$ cat config.mk
export PLATFORM = sky130hd
export DESIGN_NAME = sw_pe_scheduler
export DESIGN_NICKNAME = d
export VERILOG_FILES = /design/src/rtl/sw_pe_scheduler.sv
export SDC_FILE = /design/constraint.sdc
export NUM_CORES = 1
export LEC_CHECK = 0
export ABC_AREA = 0
export ABC_CLOCK_PERIOD_IN_PS = 38900
export CORE_AREA = 2 2 495 497
export CTS_BUF_LIST = sky130_fd_sc_hd__clkbuf_2
export DETAILED_ROUTE_END_ITERATION = 10
export DIE_AREA = 0 0 497 499
export DONT_BUFFER_PORTS = 1
export PLACE_DENSITY_LB_ADDON = 0.05
export SYNTH_ARGS = -nofsm -noshare
export SYNTH_HDL_FRONTEND = slang
export SYNTH_SLANG_ARGS = --single-unit
$ cat constraint.sdc
create_clock -name clk -period 38.9 [get_ports clk]
set_input_delay 5.835 -clock clk [delete_from_list [all_inputs] [get_ports clk]]
set_output_delay 5.835 -clock clk [all_outputs]
set_load 0.01 [all_outputs]
$ cat src/rtl/sw_pe_scheduler.sv
// sw_pe_scheduler
//   Accepts one arranged REF/READ frame and cuts it into four overlapping
//   PE segments. It launches the four PEs and collects each PE's max/loc
//   result the first time that PE reports finish. It then starts the score
//   calculator and waits for it to complete. A RUN-cycle timer force-completes
//   a job whose PEs never all finish.
//
// Handshake: a frame transfers on a rising clk edge where frame_valid and
//   frame_ready are both high. frame_ready is high only in IDLE. In every
//   other state frame_valid is ignored and the latched segments stay stable.
//
// Ports
//   clk, rst_SC        clock, asynchronous active-high reset
//   frame_valid/ready  frame handshake
//   ref_in, read_in    arranged frames, TOTAL_WIDTH bits each
//   pe_start           one-cycle PE launch pulse
//   pe_ref, pe_read    four PE_WIDTH segments, slot k at [PE_WIDTH*k +: PE_WIDTH]
//   pe_finish          per-PE finish flags
//   pe_max, pe_loc     per-PE results (7 and 13 bits per slot)
//   sc_start           one-cycle score-calculator start pulse
//   sc_max, sc_loc     captured results, same layout as pe_max/pe_loc
//   sc_finish          score calculator done
//   busy               state != IDLE
//   timeout_err        sticky flag: last job was force-completed
//   state_dbg          current FSM state (debug observation)
module sw_pe_scheduler #(
    parameter int TOTAL_WIDTH = 252,
    parameter int PE_WIDTH    = 72,
    parameter int PE_SOLID    = 60,
    parameter int TIMEOUT     = 1023
) (
    input  logic                    clk,
    input  logic                    rst_SC,
    input  logic                    frame_valid,
    output logic                    frame_ready,
    input  logic [TOTAL_WIDTH-1:0]  ref_in,
    input  logic [TOTAL_WIDTH-1:0]  read_in,
    output logic                    pe_start,
    output logic [4*PE_WIDTH-1:0]   pe_ref,
    output logic [4*PE_WIDTH-1:0]   pe_read,
    input  logic [3:0]              pe_finish,
    input  logic [27:0]             pe_max,
    input  logic [51:0]             pe_loc,
    output logic                    sc_start,
    output logic [27:0]             sc_max,
    output logic [51:0]             sc_loc,
    input  logic                    sc_finish,
    output logic                    busy,
    output logic                    timeout_err,
    output logic [2:0]              state_dbg
);

    typedef enum logic [2:0] {
        IDLE     = 3'd0,
        LAUNCH   = 3'd1,
        RUN      = 3'd2,
        SC_START = 3'd3,
        SC_WAIT  = 3'd4
    } state_t;

    localparam logic [9:0] TIMEOUT_CNT = 10'(TIMEOUT);

    state_t     state;
    logic [3:0] mask;
    logic [9:0] timer;
    logic       all_done;

    // Finish flags arriving in the current cycle count toward completion,
    // so the completing PE's data is captured on the same edge.
    assign all_done  = ((mask | pe_finish) == 4'hF);
    assign state_dbg = state;

    always_ff @(posedge clk or posedge rst_SC) begin
        if (rst_SC) begin
            state       <= IDLE;
            frame_ready <= 1'b1;
            pe_start    <= 1'b0;
            sc_start    <= 1'b0;
            busy        <= 1'b0;
            timeout_err <= 1'b0;
            pe_ref      <= '0;
            pe_read     <= '0;
            sc_max      <= '0;
            sc_loc      <= '0;
            mask        <= '0;
            timer       <= '0;
        end else begin
            case (state)
                IDLE: begin
                    if (frame_valid) begin
                        // Segment k starts PE_SOLID*k bits below the frame MSB.
                        for (int k = 0; k < 4; k++) begin
                            pe_ref[PE_WIDTH*k +: PE_WIDTH]  <= ref_in[TOTAL_WIDTH-1-PE_SOLID*k -: PE_WIDTH];
                            pe_read[PE_WIDTH*k +: PE_WIDTH] <= read_in[TOTAL_WIDTH-1-PE_SOLID*k -: PE_WIDTH];
                        end
                        timeout_err <= 1'b0;
                        frame_ready <= 1'b0;
                        busy        <= 1'b1;
                        pe_start    <= 1'b1;
                        state       <= LAUNCH;
                    end
                end

                LAUNCH: begin
                    pe_start <= 1'b0;
                    mask     <= '0;
                    timer    <= '0;
                    state    <= RUN;
                end

                RUN: begin
                    timer <= timer + 10'd1;
                    // Capture each PE only on its first finish of this job.
                    for (int k = 0; k < 4; k++) begin
                        if (pe_finish[k] && !mask[k]) begin
                            mask[k]            <= 1'b1;
                            sc_max[7*k +: 7]   <= pe_max[7*k +: 7];
                            sc_loc[13*k +: 13] <= pe_loc[13*k +: 13];
                        end
                    end
                    if (all_done) begin
                        sc_start <= 1'b1;
                        state    <= SC_START;
                    end else if (timer == TIMEOUT_CNT) begin
                        // Forced completion: slots that never reported are zeroed.
                        for (int k = 0; k < 4; k++) begin
                            if (!(mask[k] || pe_finish[k])) begin
                                sc_max[7*k +: 7]   <= 7'd0;
                                sc_loc[13*k +: 13] <= 13'd0;
                            end
                        end
                        timeout_err <= 1'b1;
                        sc_start    <= 1'b1;
                        state       <= SC_START;
                    end
                end

                SC_START: begin
                    sc_start <= 1'b0;
                    state    <= SC_WAIT;
                end

                SC_WAIT: begin
                    if (sc_finish) begin
                        frame_ready <= 1'b1;
                        busy        <= 1'b0;
                        state       <= IDLE;
                    end
                end

                default: begin
                    frame_ready <= 1'b1;
                    busy        <= 1'b0;
                    pe_start    <= 1'b0;
                    sc_start    <= 1'b0;
                    state       <= IDLE;
                end
            endcase
        end
    end

endmodule

==> results of run 1 <==
==> cells in the mapped netlist, types with 4 or more instances <==
cell type    n  area share
dfrtp_1    605        0.65
mux2_2     504        0.24
nand2_1    177       0.028
a21oi_1     84       0.018
buf_4       72       0.023
buf_2       64       0.014
clkbuf_1    15      0.0024
o21ai_0     12      0.0026
buf_6        9      0.0043
inv_1        5     0.00080
nand3_1      5      0.0011
nand3b_1     5      0.0016
nor3b_1      5      0.0016
nand4_1      4      0.0011
nor2_1       4     0.00064
nor3_4       4      0.0028
==> worst register-to-register path, stage by stage (launching register included) <==
cell and delay, ns:
dfrtp_1 0.62, nor4b_2 0.44, buf_4 0.67, buf_4 0.71
buf_4 0.74, buf_4 0.85, mux2_2 0.50
==> path summary, 6_finish.rpt <==
path	depth (start not counted)	to
max	6	pe_ref[202]$_DFFE_PP0P_
min reg2reg	1	timer[9]$_DFFE_PP0P_
max reg2reg	6	pe_ref[202]$_DFFE_PP0P_
min in group asynchronous	1	sc_loc[34]$_DFFE_PP0P_
max in group asynchronous	5	pe_ref[139]$_DFFE_PP0P_
min	1	timer[9]$_DFFE_PP0P_
==> area by class of cell <==
type | count | area, sq um | share of cell area
Clock buffer | 285 | 1426 | 0.05015
Multi-Input combinational cell | 831 | 7269 | 0.2556
Tap cell | 3202 | 4006 | 0.1409
Timing Repair Buffer | 23 | 185.2 | 0.006511
Antenna cell | 25 | 62.56 | 0.002200
Sequential cell | 606 | 15170 | 0.5333
Clock inverter | 45 | 297.8 | 0.01047
Inverter | 5 | 26.28 | 0.0009239
==> stage by stage <==
step	utilization	hold slack (ns)	cell area [sq um]	power, mW	cells
after global routing	0.1172	0.5537	28420	2.832	5014
after global placement	0.1099	0.4845	26650	2.154	4667
final	0.1173	0.5089	28440	2.617	5022
after detailed placement	0.1099	0.4807	26650	2.147	4667
after CTS	0.1170	0.4650	28380	2.741	4997
after floorplan	-	0.4569	23440	1.821	1602
==> cell families after synthesis <==
family | count (synthesis) | share of synthesized area
flops | 606 | 0.6470
buf+inv | 165 | 0.04425
mux | 504 | 0.2421
simple gates | 215 | 0.04078
fa+ha+maj | 1 | 0.0005337
compound gates | 111 | 0.02535
==> state kept, by name, summed over array words and instances (netlist names) <==
| name | count |
|---|---|
| frame_ready | 1 |
| mask | 4 |
| busy | 1 |
| sc_max | 28 |
| pe_read | 252 |
| sc_start | 1 |
| timeout_err | 1 |
| state_dbg | 3 |
| timer | 10 |
| pe_ref | 252 |
| pe_start | 1 |
| sc_loc | 52 |
==> layout by cell type, fill, tap and decap left out, drive strengths merged, types with 9 or more instances in the layout <==
cell type  instances
dfrtp            605
mux2             504
clkbuf           285
nand2            177
a21oi             84
clkinv            35
diode             25
buf               23
o21ai             12
inv                9
==> power by group through the flow <==
stage          Sequential [mW]  Clock [mW]  Combinational [mW]
2_1_floorplan             1.26           0               0.557
3_3_place_gp              1.60           0               0.551
3_5_place_dp              1.58           0               0.567
4_1_cts                   1.57       0.604               0.565
5_1_grt                   1.58       0.633               0.614
6_report                  1.53       0.544               0.547
==> metal layers <==
layer  vias to the layer above  routed length [um]
li1                       5745                   -
met1                      6954               36690
met2                      1067               61650
met3                       375               15460
met4                        54                4739
met5                         -                 367
==> impl_summary.md, run 1 <==
Power and ir drop
In this run the static leakage power is 11.13 nW. The share of total power dissipated in the clock network is 0.208. The proportion of total power due to net switching is 0.4307. The cell-internal power is 1.490 mW. Summed over all nets, the switching power comes to 1.127 mW. Dividing total power by cell area gives a power density of 92.01 mW/mm^2. The power share of the combinational group is 0.209. The peak supply drop is 0.00003230 V. The power share of the sequential group is 0.583.

Global routing
The number of antenna violations at the first check in global routing was 108. The global routing met2 resource utilization is 0.1696. For met1 alone, demand over resource in global routing was 0.08343. The highest-utilization routing layer at the global route stage is met2. The largest net degree at the start of global routing is 141.

The global routing usage on met3 is 0.05830. The global-route wire length before repair is 156600 um. The total overflow reported by the global router is 0. The via count of the first global-routing pass is 15410.

The global routing usage summed across all routing layers is 0.09355.

STA
The setup clock skew after layout is 0.1279 ns. Setup violations remaining at the end of the flow were counted as 0. The worst slew slack as a fraction of its limit is 0.2858. After layout, the worst setup slack is 30.73 ns. The count of endpoints failing hold in the final timing report is 0. The fmax is 122.5 MHz.

At the pin with the least slew margin, the transition time is 1.068 ns. Counting I/O delays and the setup requirement, the final critical path takes 8.166 ns. The post-route clock period utilization is 0.2099. The number of max-slew violations in the final report is 0. Setup repair after global routing left no endpoint under its margin.

The final setup TNS is 0 ns.

Worst hold path
The worst hold path begins at timer[9]$_DFFE_PP0P_. The worst min-delay path category is register to register.

Setup path
STA classifies the critical path endpoint as a register. In this run the critical register-to-register path is launched from state_dbg[1]$_DFFE_PP0P_. The setup slack on the worst flop-to-flop path is 34.24 ns. The category of cells accounting for the largest share of critical-path delay is buffers and inverters. The required time of the critical path is 40.31 ns.

Tracing the worst setup path back leads to its startpoint at frame_valid. Along the worst path, the maximum fanout reaches 66. The cell at the slowest stage of the critical path is buf_4. The category of the worst setup path launch point is an input pin. The arrival time at the worst endpoint is 9.57 ns. The most numerous cell type found on the critical path is buf_4. Traced cell by cell, the critical path runs through nor4b_2, buf_4, buf_4, buf_4, buf_4, mux2_2.

The critical setup path kind is input pin to register. The number of buffer and inverter instances along the worst setup path is 4. In this design, the stage delay of the slowest critical-path cell is 0.82 ns.

Route
The remaining number of nets flagged by the antenna check after routing is 0. The number of iterations in the first detailed-routing pass is 6. The total routed wirelength is 118900 um. The final routed DRC violation total is 0. Using the TritonRoute via totals, the vias-per-cell ratio works out to 2.827.

Dividing the detail-routed wire length by the instance count gives 23.68 um. The detailed router finished its first iteration with 486 violations. The routed layout has 14200 vias.

Synth
For this run, the register share of the synthesized area comes to 0.6470. After synthesis, the share of flip-flops with an asynchronous set or reset is 1.000. The Yosys step of the flow raised 0 warnings. The count of flip-flops with a built-in enable after synthesis is 0. The distinct cell type count after synthesis is 38. The post-synth design cell area is 0.02344 sq mm. Synthesis inferred 606 register bits. The most used flip-flop cell after synthesis is dfrtp_1. The synthesized netlist net count is 2195.

The mean instance size in the synthesized netlist is 14.63 sq um. After technology mapping, the gate count stands at 1602.

Flow run
The total of max-cap violations is 0.

Floorplan
The area of the core is 0.2425 sq mm. For this configuration, the core starts out at a cell density of 0.09665. The floorplan die height is 499 um. The die is 497 um wide. The die footprint is 0.2480 sq mm. Pin placement for this block handled 1256 I/O pins. Row generation in the floorplan step produced 181 rows.

Clocking
The CTS H-tree depth is 4. The tree built by TritonCTS fans out to 606 sinks. The count of cells resized by post-cts repair is 0. After clock tree synthesis, the clock-pin slew on the worst setup and hold paths is 0.10 ns. For this design, the CTS-stage hold fixing added 0 buffers. In this run the clock root is driven by a clkbuf_2. The maximum clock insertion buffer count is 3. TritonCTS built the clock tree. The post-CTS repair timing setup buffer count is 0. Buffers inserted during clock tree synthesis total 198. The source-to-sink clock delay at the later pin of the worst-skew pair is 1.53 ns.

Outcome
The flow ran to the end, and the final reports show no timing, DRC or antenna violations.

Finish
The share of layout cells above drive strength 1 is 0.4674. The net count of the finished layout is 2258. The area added between synthesis and finish is 21.32%. The fill cell instance count of the final layout is 27450.

Placed design
Before CTS, the worst setup slack after placement is 28.96 ns. The count of input and output buffers is 0. Detailed placement ended at an HPWL of 93960 um. Routability-driven placement finished with a final weighted congestion of 0.7509.
No activity file was read; power rests on OpenSTA's default activity.
==> run 2: changes to the inputs <==
--- a/config.mk
+++ b/config.mk
@@ -6,7 +6,7 @@
 export NUM_CORES = 1
 export LEC_CHECK = 0
 export ABC_AREA = 0
-export ABC_CLOCK_PERIOD_IN_PS = 38900
+export ABC_CLOCK_PERIOD_IN_PS = 6940
 export CORE_AREA = 2 2 495 497
 export CTS_BUF_LIST = sky130_fd_sc_hd__clkbuf_2
 export DETAILED_ROUTE_END_ITERATION = 10
==> constraint.sdc (replaced) <==
create_clock -name clk -period 6.94 [get_ports clk]
set_input_delay 1.041 -clock clk [delete_from_list [all_inputs] [get_ports clk]]
set_output_delay 1.041 -clock clk [all_outputs]
set_load 0.01 [all_outputs]
==> impl_summary.md, run 2 <==
Outcome
The run stopped with a tool error. The run ended at clock tree synthesis (4_1_cts). The first error in the log reads "[ERROR RSZ-0060] Max buffer count reached".

Placed design
The instance count after placement with tap cells included is 4665. The congestion estimate from routability-driven global placement came to 0.7472. The HPWL after detailed placement is 90430 um.

The post-place setup slack is 3.498 ns. The count of input and output buffers is 0.

Synth
The mean instance size in the synthesized netlist is 14.63 sq um. Ranked by total cell area, the synthesized netlist is headed by dfrtp_1 65%, mux2_2 24%, nand2_1 2.8%, buf_4 2.3%, a21oi_1 1.8%. The largest total area in the synthesized netlist belongs to dfrtp_1.

Counting flops with an async set or reset pin after synthesis yields a share of 1.000. Of the synthesized area, sequential elements account for 0.6470. The main flop type after synthesis is dfrtp_1. The Yosys step of the flow raised 0 warnings. Counting flops with a built-in enable in the synthesized netlist gives 0.

In this run, distinct cell masters in the synthesized netlist total 38. The post-synth design cell area is 0.02344 sq mm. The share of synthesized area in the top cell type comes to 0.6459. The most common cell in the synthesized netlist is dfrtp_1.

The post-synthesis cell count is 1602. Synthesis inferred 606 register bits. The synthesized netlist net count is 2195. By count the netlist is led by 605 x dfrtp_1, 504 x mux2_2, 177 x nand2_1, 84 x a21oi_1, 72 x buf_4.

Floorplan
The floorplan step set the die width to 497 um. The floorplan die height is 499 um. The floorplan has 181 rows. The I/O pin count is 1256. The effective utilization at floorplan is 0.09665.

Clocking
The CTS buffer count is 202. Buffers inserted to repair hold after CTS numbered 1003. The count of cells resized by post-cts repair is 0. The number of clock sinks seen by CTS is 606. The post-CTS repair timing setup buffer count is 0. The CTS H-tree depth is 4.

CTS placed an instance of clkbuf_2 at the clock tree root. The clock passes through at most 3 buffers.
## run 2: cell families after synthesis
logic type               Yosys count  share of synthesized area
flip-flops                       606                     0.6470
AO/OA/AOI/OAI                    111                    0.02535
multiplexers                     504                     0.2421
AND/OR/NAND/NOR                  215                    0.04078
adder cells (fa/ha/maj)            1                  0.0005337
buffers and inverters            165                    0.04425
## run 2: per-stage QoR
stage / utilization / instance area (sq um) / hold slack (ns)
floorplan: - / 23450 / 0.4569
global placement: 0.1101 / 26710 / 0.4965
detailed placement: 0.1101 / 26710 / 0.4873
==> run 3: changes to the inputs <==
==> config.mk (replaced) <==
export PLATFORM = sky130hd
export DESIGN_NAME = sw_pe_scheduler
export DESIGN_NICKNAME = d
export VERILOG_FILES = /design/src/rtl/sw_pe_scheduler.sv
export SDC_FILE = /design/constraint.sdc
export NUM_CORES = 1
export LEC_CHECK = 0
export ABC_AREA = 0
export ABC_CLOCK_PERIOD_IN_PS = 9020
export CORE_AREA = 2 2 492 494
export DETAILED_ROUTE_END_ITERATION = 10
export DIE_AREA = 0 0 494 496
export DONT_BUFFER_PORTS = 1
export PLACE_DENSITY_LB_ADDON = 0.15
export SYNTH_ARGS = -nofsm -noshare
export SYNTH_HDL_FRONTEND = slang
export SYNTH_SLANG_ARGS = --single-unit
==> constraint.sdc (replaced) <==
create_clock -name clk -period 9.02 [get_ports clk]
set_input_delay 1.353 -clock clk [delete_from_list [all_inputs] [get_ports clk]]
set_output_delay 1.353 -clock clk [all_outputs]
set_load 0.01 [all_outputs]
==> impl_summary.md, run 3 (synthesis results as in run 1) <==
Clocking
The H-tree generated during clock tree synthesis spans 3 levels. The clock tree from TritonCTS is yes. The number of setup buffers added after CTS is 0.

Clock tree synthesis inserted a total of 84 buffers. The cell chosen for the clock root is clkbuf_16. Hold repair after CTS inserted 0 buffers. Clock-pin slew was measured on the worst setup and hold paths at 0.06 ns. Clock latency on the worst-skew pair, taken at its later pin, is 0.70 ns. Counting every sink on the clock net gives 606. Gates resized during post-CTS repair numbered 0. The clock passes through at most 3 buffers.

Setup path
The arrival time at the worst endpoint is 3.77 ns. The critical setup path kind is register to register. For this design, the slowest cell found on the critical path is nor3_4. The endpoint type of the worst setup path is a register. The largest stage delay on the critical path is 0.79 ns. For the worst setup path, the data required time is 9.50 ns. Of all nets on the critical path, the largest fanout is 20.

STA classifies the critical path startpoint as a register. The worst reg2reg path depth is 4. The signal on the critical path passes through or3b_1, or4_4, nor3_4, a21oi_1.

Power and ir drop
Of the total power, combinational logic draws 0.189. The post-route total power is 12.49 mW. The relative contribution of the clock network to total power is 0.280. The peak supply drop is 0.0001496 V.

The power share of the sequential group is 0.531. Of the total power, the share spent switching nets is 0.3932. The areal power density over the cells is 422.2 mW/mm^2. The net load switching power is 4.911 mW.

Summed over all cells, the static leakage comes to 11.21 nW. The internal power of the cells totals 7.577 mW.

Floorplan
The initial utilization of the core area, before any placement, comes to 0.09782. The area of the core is 0.2396 sq mm. The die footprint is 0.2450 sq mm. The die extent in x is 494 um. For this design the top-level I/O count stands at 1256.

The floorplan has 180 rows. The floorplan die height is 496 um.

STA
The count of endpoints failing hold in the final timing report was 0. The final setup TNS is 0 ns. The setup clock skew after layout is 0.04810 ns.

The fmax is 304.5 MHz. Setup slack closes at 5.736 ns. Headroom to the max-slew limit came out at 0.2055.

The number of max-slew violations in the final report was 0. At the pin with the least slew margin, the transition time is 1.187 ns. The clock period could shrink to 3.284 ns. Of the available clock period, the critical path in the final layout requires 0.3641. Setup violations remaining at the end of the flow were counted as 0.

Setup repair after global routing left no endpoint under its margin.

Global routing
The via count of the first global-routing pass came to 14420. The largest net degree at the start of global routing is 139. The number of antenna violations at the first check in global routing came to 101. The first global-routing pass estimated 145700 um of wire. The total overflow reported by the global router is 0.

Across every metal layer, demand over resource in global routing totals 0.08880.

Finish
The area added between synthesis and finish is 26.19%. The leading cell type in the layout, fill and taps excluded is dfrtp_1. The multi-input gate area in the final layout is 0.007264 sq mm. The sequential cells in the finished layout cover a total of 0.01517 sq mm.

In the final layout, the registers with the most flip-flops are pe_read (252), pe_ref (252), sc_loc (52). The top cell types in the final layout, fill and taps aside, are 605 x dfrtp_1, 504 x mux2_2, 177 x nand2_1. The post-layout utilization of the core is 0.1234. The share of layout cells above drive strength 1 is 0.4181. After filler insertion, the fill cell instance count of the layout stands at 26980.

For this run, the number of standard cells in the final layout without fillers is 4813. The net count reported at finish is 2137.

Placed design
The detailed placer's ending HPWL is 93140 um. The number of placed instances, taps included, is 4643. The count of input and output buffers is 0.

The final weighted congestion in routability-driven placement is 0.8299. The post-place setup slack is 5.252 ns.

Route
For this run, the detailed router's first-pass iteration total came to 5. The detail route stage leaves a number of antenna-violating nets equal to 0. The DRC marker count from the first detailed-route iteration is 822. After detailed routing, the average wire length per cell comes to 23.84 um. The total routed wirelength is 114700 um.

The final routed DRC violation total is 0. The routed layout has 13620 vias. After detailed routing, the number of vias per cell comes to 2.830.

Flow run
The total of max-cap violations is 0.

Worst hold path
The worst min-delay path category is register to register. Along the worst hold path, the cell count comes to 1.

Outcome
The run finished with clean final reports.
==> run 3: critical path, delay by kind of cell, from the launching register on <==
family	cells	cell delay, ns
compound gates	1	0.11
flops	1	0.72
simple gates	3	2.23
==> run 3: power by group through the flow <==
stage | Clock (mW) | Combinational (mW) | Sequential [mW]
after floorplan | 0 | 2.40 | 5.45
after global placement | 0 | 2.32 | 6.87
after detailed placement | 0 | 2.42 | 6.82
after CTS | 3.69 | 2.42 | 6.80
after global routing | 3.77 | 2.61 | 6.88
final | 3.49 | 2.36 | 6.63
==> run 3: path summary, 6_finish.rpt <==
path | start | endpoint | slack [ns]
hold / removal | timer[9]$_DFFE_PP0P_ | timer[9]$_DFFE_PP0P_ | 0.51
min in group asynchronous | rst_SC | pe_ref[284]$_DFFE_PP0P_ | 0.67
hold reg to reg | timer[9]$_DFFE_PP0P_ | timer[9]$_DFFE_PP0P_ | 0.51
max in group asynchronous | rst_SC | pe_ref[51]$_DFFE_PP0P_ | 6.56
setup / recovery | state_dbg[1]$_DFFE_PP0P_ | sc_loc[48]$_DFFE_PP0P_ | 5.74
setup reg to reg | state_dbg[1]$_DFFE_PP0P_ | sc_loc[48]$_DFFE_PP0P_ | 5.74
==> run 3: final cells by class <==
cell class              count  share of cell area
inverters                   5           0.0007614
repair buffers             16            0.007021
clock buffers             116             0.08197
multi-input cells         831              0.2456
clock inverters            38             0.01590
diodes                     16            0.001354
well taps                3185              0.1347
flip-flops and latches    606              0.5127
==> run 3: per-stage QoR <==
step	instance area [sq um]	hold WS, ns
after floorplan	23450	0.4569
after global placement	26650	0.4837
after detailed placement	26650	0.5083
after CTS	29540	0.5180
after global routing	29560	0.5606
final	29580	0.5118
==> run 3: layer usage <==
layer	global-route usage	routed length, um
met5	0	394
met4	0.03390	4294
met3	0.05701	17260
met2	0.1477	54440
met1	0.08848	38340
